`config.mk`:
```
export PLATFORM = sky130hd
export DESIGN_NAME = bootram_ctrl
export DESIGN_NICKNAME = d
export VERILOG_FILES = /design/src/rtl/bootram_pkg.sv /design/src/rtl/bootram_rr_arb.sv /design/src/rtl/bootram_ctrl.sv
export SDC_FILE = /design/constraint.sdc
export NUM_CORES = 1
export LEC_CHECK = 0
export CAP_MARGIN = 0
export CORE_ASPECT_RATIO = 1.25
export CORE_UTILIZATION = 50
export DETAILED_ROUTE_END_ITERATION = 8
export GPL_TIMING_DRIVEN = 1
export PLACE_DENSITY = 0.95
export SLEW_MARGIN = 10
export SYNTH_ARGS = -nofsm -noshare
export SYNTH_HDL_FRONTEND = slang
export SYNTH_SLANG_ARGS = --single-unit
```
`constraint.sdc`:
```
create_clock -name clk -period 7.25 [get_ports clk]
set_input_delay 1.0875 -clock clk [delete_from_list [all_inputs] [get_ports clk]]
set_output_delay 1.0875 -clock clk [all_outputs]
set_load 0.03 [all_outputs]
```
`src/rtl/bootram_pkg.sv`:
```
// Shared types and constants for the boot RAM controller slice.
package bootram_pkg;

    localparam int unsigned BYTE_LANES     = 4;
    localparam int unsigned RAM_AW_DEFAULT = 11;

    typedef enum logic [2:0] {
        IDLE,
        CPU_RD,
        CPU_WR,
        LDR_WR,
        RESP
    } state_t;

endpackage

```
`src/rtl/bootram_rr_arb.sv`:
```
// Two-requester round-robin grant (CPU vs. UART loader).
// The 'last' register remembers who was granted most recently; on a tie the
// other requester wins. It resets to "loader" so the CPU wins the first tie.
// Requests are expected to be pre-qualified by the caller (only asserted when
// a grant may actually be taken), so any grant updates 'last'.
module bootram_rr_arb
    import bootram_pkg::*;
(
    input  logic clk,
    input  logic reset,
    input  logic req_cpu,
    input  logic req_ldr,
    output logic gnt_cpu,
    output logic gnt_ldr
);

    logic last_ldr;

    // Grant decision: single requester wins outright, ties go to the one not granted last.
    always_comb begin
        gnt_cpu = 1'b0;
        gnt_ldr = 1'b0;
        if (req_cpu && req_ldr) begin
            gnt_cpu = last_ldr;
            gnt_ldr = !last_ldr;
        end else begin
            gnt_cpu = req_cpu;
            gnt_ldr = req_ldr;
        end
    end

    // Track the most recent winner.
    always_ff @(posedge clk) begin
        if (reset) begin
            last_ldr <= 1'b1;
        end else if (gnt_cpu) begin
            last_ldr <= 1'b0;
        end else if (gnt_ldr) begin
            last_ldr <= 1'b1;
        end
    end

endmodule

```
`src/rtl/bootram_ctrl.sv`:
```
// Boot RAM sequencer: serialises 32-bit CPU word accesses into four byte
// accesses on the 2Kx8 single-port RAM and, when BOOTRAM_LOADER_EN is
// defined, arbitrates an 8-bit write-only loader port in round-robin.
// Without BOOTRAM_LOADER_EN the loader inputs are ignored and ldr_ready is 0.
module bootram_ctrl
    import bootram_pkg::*;
#(
    parameter int unsigned RAM_AW = RAM_AW_DEFAULT
) (
    input  logic              clk,
    input  logic              reset,
    input  logic              mem_valid,
    output logic              mem_ready,
    input  logic [31:0]       mem_addr,
    input  logic [31:0]       mem_wdata,
    input  logic [3:0]        mem_wstrb,
    output logic [31:0]       mem_rdata,
    input  logic              ldr_valid,
    output logic              ldr_ready,
    input  logic [RAM_AW-1:0] ldr_addr,
    input  logic [7:0]        ldr_wdata,
    output logic              ram_ce,
    output logic              ram_wre,
    output logic              ram_oce,
    output logic [RAM_AW-1:0] ram_ad,
    output logic [7:0]        ram_din,
    input  logic [7:0]        ram_dout
);

    localparam int unsigned WAW = RAM_AW - 2;

    state_t         state;
    logic [1:0]     k;
    logic           rd_q;
    logic [WAW-1:0] word_q;
    logic [31:0]    wdata_q;
    logic [3:0]     wstrb_q;
    logic [23:0]    rd_shadow;
    logic           ldr_ready_q;
    logic           can_grant;
    logic           gnt_cpu;

    // Address bits outside the RAM word range alias and are deliberately dropped.
    logic unused_addr_bits;
    assign unused_addr_bits = ^{mem_addr[31:RAM_AW], mem_addr[1:0]};

    assign ram_oce = 1'b1;

    // A ready pulse for a read is presented while already back in IDLE; holding
    // off the grant for that cycle keeps a still-asserted valid from re-granting.
    assign can_grant = (state == IDLE) && !mem_ready && !ldr_ready_q;

`ifdef BOOTRAM_LOADER_EN
    logic gnt_ldr;

    bootram_rr_arb u_arb (
        .clk     (clk),
        .reset   (reset),
        .req_cpu (mem_valid && can_grant),
        .req_ldr (ldr_valid && can_grant),
        .gnt_cpu (gnt_cpu),
        .gnt_ldr (gnt_ldr)
    );

    assign ldr_ready = ldr_ready_q;
`else
    logic unused_ldr;
    assign unused_ldr = ^{ldr_valid, ldr_addr, ldr_wdata};

    assign gnt_cpu   = mem_valid && can_grant;
    assign ldr_ready = 1'b0;
`endif

    // Main sequencer: all RAM controls and ready/rdata are registered here.
    always_ff @(posedge clk) begin
        if (reset) begin
            state       <= IDLE;
            k           <= '0;
            rd_q        <= 1'b0;
            word_q      <= '0;
            wdata_q     <= '0;
            wstrb_q     <= '0;
            rd_shadow   <= '0;
            mem_ready   <= 1'b0;
            ldr_ready_q <= 1'b0;
            mem_rdata   <= '0;
            ram_ce      <= 1'b0;
            ram_wre     <= 1'b0;
            ram_ad      <= '0;
            ram_din     <= '0;
        end else begin
            mem_ready   <= 1'b0;
            ldr_ready_q <= 1'b0;
            case (state)
                IDLE: begin
                    ram_ce  <= 1'b0;
                    ram_wre <= 1'b0;
                    if (gnt_cpu) begin
                        word_q  <= mem_addr[RAM_AW-1:2];
                        wdata_q <= mem_wdata;
                        wstrb_q <= mem_wstrb;
                        k       <= 2'd0;
                        ram_ad  <= {mem_addr[RAM_AW-1:2], 2'b00};
                        if (mem_wstrb == '0) begin
                            rd_q    <= 1'b1;
                            state   <= CPU_RD;
                            ram_ce  <= 1'b1;
                            ram_wre <= 1'b0;
                        end else begin
                            rd_q    <= 1'b0;
                            state   <= CPU_WR;
                            ram_ce  <= mem_wstrb[0];
                            ram_wre <= 1'b1;
                            ram_din <= mem_wdata[7:0];
                        end
                    end
`ifdef BOOTRAM_LOADER_EN
                    else if (gnt_ldr) begin
                        rd_q    <= 1'b0;
                        state   <= LDR_WR;
                        ram_ce  <= 1'b1;
                        ram_wre <= 1'b1;
                        ram_ad  <= ldr_addr;
                        ram_din <= ldr_wdata;
                    end
`endif
                end

                // k is the byte on the RAM bus this cycle; ram_dout carries byte k-1.
                // Bytes 0..2 go to a shadow so mem_rdata only changes on completion.
                CPU_RD: begin
                    case (k)
                        2'd1:    rd_shadow[7:0]   <= ram_dout;
                        2'd2:    rd_shadow[15:8]  <= ram_dout;
                        2'd3:    rd_shadow[23:16] <= ram_dout;
                        default: ;
                    endcase
                    if (k == 2'd3) begin
                        ram_ce <= 1'b0;
                        state  <= RESP;
                    end else begin
                        k      <= k + 2'd1;
                        ram_ad <= {word_q, k + 2'd1};
                    end
                end

                CPU_WR: begin
                    if (k == 2'd3) begin
                        ram_ce    <= 1'b0;
                        ram_wre   <= 1'b0;
                        mem_ready <= 1'b1;
                        state     <= RESP;
                    end else begin
                        k       <= k + 2'd1;
                        ram_ad  <= {word_q, k + 2'd1};
                        ram_ce  <= wstrb_q[k + 2'd1];
                        ram_din <= wdata_q[{k + 2'd1, 3'b000} +: 8];
                    end
                end

`ifdef BOOTRAM_LOADER_EN
                LDR_WR: begin
                    ram_ce      <= 1'b0;
                    ram_wre     <= 1'b0;
                    ldr_ready_q <= 1'b1;
                    state       <= RESP;
                end
`endif

                // Writes already have their ready visible here; reads collect byte 3
                // now and present ready in the following cycle.
                RESP: begin
                    if (rd_q) begin
                        mem_rdata <= {ram_dout, rd_shadow};
                        mem_ready <= 1'b1;
                        rd_q      <= 1'b0;
                    end
                    state <= IDLE;
                end

                default: state <= IDLE;
            endcase
        end
    end

endmodule

```
==> qor.csv, run 1 <==
stage,metric,value,unit
run_status,status,"finished, final reports clean",
floorplanning,io-pin-count,155,
critical_path,crit_chain,clkdlybuf4s50_1,
clock_tree,numCtsBuffers,17,
yosys,synth_edf_count,0,
power_and_ir_drop,report.power.total,1.80,mW
yosys,synth_async_sr_flop_share,0,%
sta,setup_violations,0,
routing,dr.pass1.iters,5,
routing,wl,12500,um
grt,grt_pass1_wl,20800,um
power_and_ir_drop,p_leak,2.34,nW
floorplanning,die-area,10400,um^2
final_layout,design_area,6670,um^2
grt,grt.total_usage,25.2,%
grt,antenna_found_initial,0,
critical_path,end_kind,output pin,
routing,num_vias,4559,
grt,grt_use_met2,45.2,%
floorplanning,start_util,51.9,%
sta,slew_headroom,17.5,%
floorplanning,row_count,40,
clock_tree,root_buffer,clkbuf_16,
grt,met1_usage,28.3,%
critical_path,timing.rr.end,ram_din[7],
clock_tree,cts_tree,yes,
critical_path,start_kind,register,
critical_path,cp.depth,1,
yosys,syn_nets,717,
sta,worstMarginPinSlew,1.24,ns
grt,globalRoute.busiestLayer,met2,
yosys,yosys-top-cells-area,"dfxtp_1 51%, nand2_1 16%, a21oi_1 10%",
placement,dpl.cell_count,804,
critical_path,crit_start,ram_ad[0],
grt,grt_use_met3,5.60,%
sta,setup_tns,0,ns
critical_path,worst-path-max-fanout,22,
sta,fin_crit,3.45,ns
clock_tree,cts.sinks,127,
final_layout,final_common_cell,nand2_1,
final_layout,nFillCells,695,
final_layout,stdcell_count,834,
placement,place_area,6070,um^2
final_layout,synthToLayoutAreaGrowth,32.9,%
grt,grt_pass1_vias,4497,
yosys,ys_types,38,
placement,dp_hpwl,8010,um
routing,drt_iter0_drc,302,
clock_tree,htree_levels,4,
power_and_ir_drop,p_per_area,269,nW/um^2
routing,avgRoutedWirePerCell,15.0,um
critical_path,slowest_stage,dfxtp_1,
sta,skew,0.0137,ns
sta,max_freq,290,MHz
yosys,yosys.area.top_type,dfxtp_1,
final_layout,num_antenna_cells,0,
floorplanning,die_w,91.6,um
final_layout,layout_common_cells,"213 x nand2_1, 127 x dfxtp_1, 108 x clkdlybuf4s50_1, 105 x a21oi_1, 25 x mux2i_1",
critical_path,crit_family,flip-flops,
yosys,synth-seq-area-share,50.7,%
clock_tree,clock_latency,0.41,ns
grt,grt_max_degree,128,
routing,drc,0,
final_layout,drive_gt1_share,5.93,%
routing,drtAntennaViolNets,0,
job,cap_viol_max_count,0,
grt,grt_overflow,0,
yosys,ys_ff_latch,127,
yosys,ys_warn_count,0,
sta,hold_viol,0,
clock_tree,cts_max_path_buffers,2,
clock_tree,clkTransAtPathRegs,0.05,ns
critical_path,critPathArrivalTime,2.36,ns
power_and_ir_drop,ir_drop,0.193,mV
placement,portBuffers,109,
clock_tree,cts_setup_buffers,0,
floorplanning,core_area,9660,um^2
clock_tree,hold_buffers,0,
clock_tree,cts-resized-gates,0,
critical_path,worst-setup-path-type,register to output pin,
sta,holdWs,0.450,ns
critical_path,rr_worst_depth,6,
placement,place_congestion,0.847,
sta,rsz0062_at_grt,false,
critical_path,crit_end,ram_ad[0],
critical_path,path_buf_inv,1,
critical_path,crit_path_max_incr_delay,1.09,ns
yosys,syn_area,5010,um^2
yosys,synth.avg_cell_area,8.15,um^2
sta,drv_slew,0,
critical_path,r2r_setup_slack,4.26,ns
routing,drt-vias-per-instance,5.47,
yosys,synth_ff_type,dfxtp_1,
final_layout,multiInputGateArea,2220,um^2
critical_path,worst-endpoint-required,6.16,ns
critical_path,reg2reg_from,ram_ad[0],
yosys,synthCells,615,
yosys,synth_top_area_share,50.7,%
final_layout,seqCellArea,2540,um^2
sta,fin_crit_sh,47.6,%
min_path,worst_hold_path_type,register to register,
floorplanning,die_h,114,um
final_layout,fin_nets,799,
-- power by group --
group          switching [mW]  internal (mW)  leakage, nW  total [mW]
Combinational           0.117         0.0899         1.01       0.207
Clock                   0.280          0.556        0.291       0.836
Sequential             0.0232          0.730         1.03       0.753
Total                   0.420           1.38         2.34        1.80
-- stage by stage --
stage                     setup slack, ns  utilization, %
after global placement               4.14            62.8
after detailed placement             4.08            62.8
final                                3.80            69.0
after floorplan                      4.58               -
after CTS                            3.76            69.0
after global routing                 3.68            69.0
-- Yosys cell counts, types with 2 or more instances --
library cell,n
ha_1,3
inv_1,12
conb_1,2
buf_2,16
buf_4,2
nor3_1,12
clkbuf_1,26
nand2_1,213
o22ai_1,8
mux2i_1,25
nor4_1,2
a211oi_2,2
nor3b_2,2
and2_1,4
nand3_1,4
dfxtp_1,127
a211oi_1,23
o21ai_0,3
a21oi_1,105
nor2_1,4
buf_1,3
-- worst min-delay path by stage --
stage                              from       endpoint  slack (ns)  cells after the start
after floorplan            rd_shadow[0]   mem_rdata[0]        0.43                      2
after global placement    rd_shadow[17]  mem_rdata[17]        0.44                      2
after detailed placement  rd_shadow[13]  mem_rdata[13]        0.44                      2
after CTS                    wstrb_q[0]     wstrb_q[0]        0.45                      2
after global routing         ram_din[2]     ram_din[2]        0.47                      2
final                     rd_shadow[13]  mem_rdata[13]        0.45                      2
-- per-layer routing --
| layer | part of all wire (%) | vias to the layer above |
|---|---|---|
| met1 | 39 | 2107 |
| met3 | 6.4 | 30 |
| li1 | - | 2221 |
| met5 | 0 | - |
| met2 | 53 | 201 |
| met4 | 2.5 | 0 |
-- kinds of logic (layout without fill, tap and decap cells) --
group                    Yosys count  count (layout)  synth area share, %
AND/OR/NAND/NOR                  250             250                 20.8
multiplexers                      26              26                 5.44
flip-flops                       127             127                 50.7
other                              2               2                0.150
buffers and inverters             60             153                 5.19
AO/OA/AOI/OAI                    146             146                 16.8
XOR/XNOR                           1               1                0.175
adder cells (fa/ha/maj)            3               3                0.749
-- flip-flops by register name, indices dropped and copies added, names as in the netlist --
name and count:
ram_ce 1, word_q 9, wdata_q 32, mem_rdata 32, ram_din 8, ram_ad 11, wstrb_q 4, rd_shadow 24
ram_wre 1, rd_q 1, mem_ready 1, state 3
-- final cells by class --
type / instances / area share (%)
Tap cell: 126 / 2.37
Multi-Input combinational cell: 428 / 33.4
Inverter: 12 / 0.676
Sequential cell: 127 / 38.1
Timing Repair Buffer: 111 / 16.6
Clock buffer: 25 / 7.73
Clock inverter: 5 / 1.16
Note: power is estimated with default switching activity, not from simulation.
==> inputs of run 2 (changes only) <==
CORE_UTILIZATION = 47   (was 50)
PLACE_DENSITY = 0.91   (was 0.95)
clock period = 3.3 ns   (was 7.25 ns; I/O delays follow)
==> qor.csv, run 2 (synthesis results as in run 1) <==
stage,metric,value,unit
sta,max_freq,432,MHz
floorplanning,die-area,11100,um^2
floorplanning,start_util,48.9,%
clock_tree,cts.sinks,127,
final_layout,num_antenna_cells,0,
run_status,status,"finished, final reports clean",
power_and_ir_drop,p_sw,0.957,mW
sta,rsz0062_at_grt,false,
min_path,worst_hold_path_type,register to register,
final_layout,largestRegisters,"mem_rdata x32, wdata_q x32, rd_shadow x24",
sta,setup_violations,0,
power_and_ir_drop,switching_share,25.0,%
final_layout,nFillCells,797,
clock_tree,cts_setup_buffers,0,
clock_tree,cts-resized-gates,0,
final_layout,stdcell_count,843,
power_and_ir_drop,report.power.total,3.83,mW
floorplanning,die_h,117,um
floorplanning,core_area,10300,um^2
final_layout,fin_nets,804,
placement,dpl.cell_count,812,
power_and_ir_drop,ir_drop,0.338,mV
sta,fin_crit,2.32,ns
clock_tree,cts_max_path_buffers,2,
placement,portBuffers,109,
critical_path,path_buf_inv,2,
clock_tree,htree_levels,4,
routing,dr.pass1.iters,5,
grt,grt_max_degree,80,
sta,skew,0.00776,ns
grt,grt_pass1_vias,4373,
final_layout,layout_common_cells,"213 x nand2_1, 127 x dfxtp_1, 108 x clkdlybuf4s50_1, 105 x a21oi_1, 25 x mux2i_1",
sta,hold_viol,0,
job,cap_viol_max_count,0,
placement,place_area,6120,um^2
final_layout,synthToLayoutAreaGrowth,33.0,%
critical_path,start_kind,register,
floorplanning,row_count,41,
critical_path,worst-setup-path-type,register to output pin,
final_layout,final_common_cell,nand2_1,
sta,drv_slew,0,
routing,wl,12200,um
critical_path,worst-endpoint-required,2.80,ns
placement,pre_cts_ws,0.795,ns
clock_tree,clock_latency,0.41,ns
power_and_ir_drop,p_per_area,573,nW/um^2
critical_path,critPathArrivalTime,1.82,ns
clock_tree,numCtsBuffers,17,
clock_tree,hold_buffers,0,
power_and_ir_drop,p_int,2.87,mW
critical_path,slowest_stage,clkdlybuf4s50_1,
grt,grt_overflow,0,
sta,worstMarginPinSlew,0.785,ns
power_and_ir_drop,pwr-share-clk,44.8,%
sta,fin_ws,0.984,ns
critical_path,crit_family,buffers and inverters,
floorplanning,die_w,94.4,um
sta,setup_tns,0,ns
clock_tree,clkTransAtPathRegs,0.05,ns
clock_tree,cts_tree,yes,
critical_path,crit_path_max_incr_delay,0.76,ns
routing,drt_iter0_drc,220,
clock_tree,root_buffer,clkbuf_16,
critical_path,crit_chain,buf_4 -> clkdlybuf4s50_1,
routing,avgRoutedWirePerCell,14.4,um
routing,drtAntennaViolNets,0,
critical_path,worst-path-max-fanout,21,
critical_path,end_kind,output pin,
power_and_ir_drop,combPwrFrac,12.3,%
sta,fin_crit_sh,70.2,%
power_and_ir_drop,p_leak,2.34,nW
final_layout,drive_gt1_share,6.58,%
placement,place_congestion,0.819,
final_layout,design_area,6670,um^2
grt,grt.total_usage,22.9,%
floorplanning,io-pin-count,155,
routing,drt-vias-per-instance,5.40,
placement,dp_hpwl,8300,um
routing,num_vias,4549,
sta,slew_headroom,47.7,%
power_and_ir_drop,seq_power_share,42.9,%
routing,drc,0,
grt,grt_pass1_wl,19900,um
grt,antenna_found_initial,0,
==> run 2: changes by cell type in the layout (fill, tap and decap cells not counted), sizes merged <==
cell | previous run | this run
buf | 3 | 8
clkinvlp | 1 | 3
clkinv | 2 | 6
clkbuf | 25 | 21
bufinv | 2 | 1
==> run 2: worst register-to-register path: stages, from the launching register on <==
cell      delay [ns]
dfxtp_1         0.33
inv_1           0.06
ha_1            0.37
or4b_1          0.70
o22ai_1         0.27
a211oi_2        0.08
a211oi_2        0.21
==> run 2: cell type report <==
type / count / area, um^2 / share of cell area (%)
clock inverters: 10 / 90.1 / 1.35
repair buffers: 116 / 1150 / 17.3
inverters: 12 / 45.0 / 0.675
flip-flops and latches: 127 / 2540 / 38.1
clock buffers: 21 / 460 / 6.90
multi-input cells: 428 / 2220 / 33.3
well taps: 129 / 161 / 2.42
==> run 2: per-layer routing <==
metal	up-vias	routed length [um]	global-route usage [%]
met5	-	0	0
met4	0	295	10.8
met3	35	669	5.88
met2	180	6340	39.5
met1	2107	4870	25.7
li1	2227	-	-
==> run 2: per-stage QoR <==
stage | util [%] | hold slack, ns
finish | 65.0 | 0.452
floorplan | - | 0.432
global route | 65.0 | 0.471
detailed placement | 59.7 | 0.445
CTS | 65.0 | 0.453
global placement | 59.7 | 0.437
==> run 2: power groups by stage <==
stage / Clock (mW) / Combinational (mW) / Sequential, mW
after floorplan: 0 / 0.232 / 1.72
after global placement: 0 / 0.456 / 1.67
after detailed placement: 0 / 0.467 / 1.67
after CTS: 1.73 / 0.470 / 1.64
after global routing: 1.80 / 0.506 / 1.65
final: 1.72 / 0.469 / 1.64
==> run 2: worst paths after layout <==
path / startpoint / to / slack, ns / cells after the start
worst max-delay path: ram_ad[0] / ram_ad[0] / 0.98 / 2
worst min-delay path: rd_shadow[17] / mem_rdata[17] / 0.45 / 2
worst max register to register: ram_ad[0] / ram_din[6] / 1.20 / 6
worst min register to register: rd_shadow[17] / mem_rdata[17] / 0.45 / 2
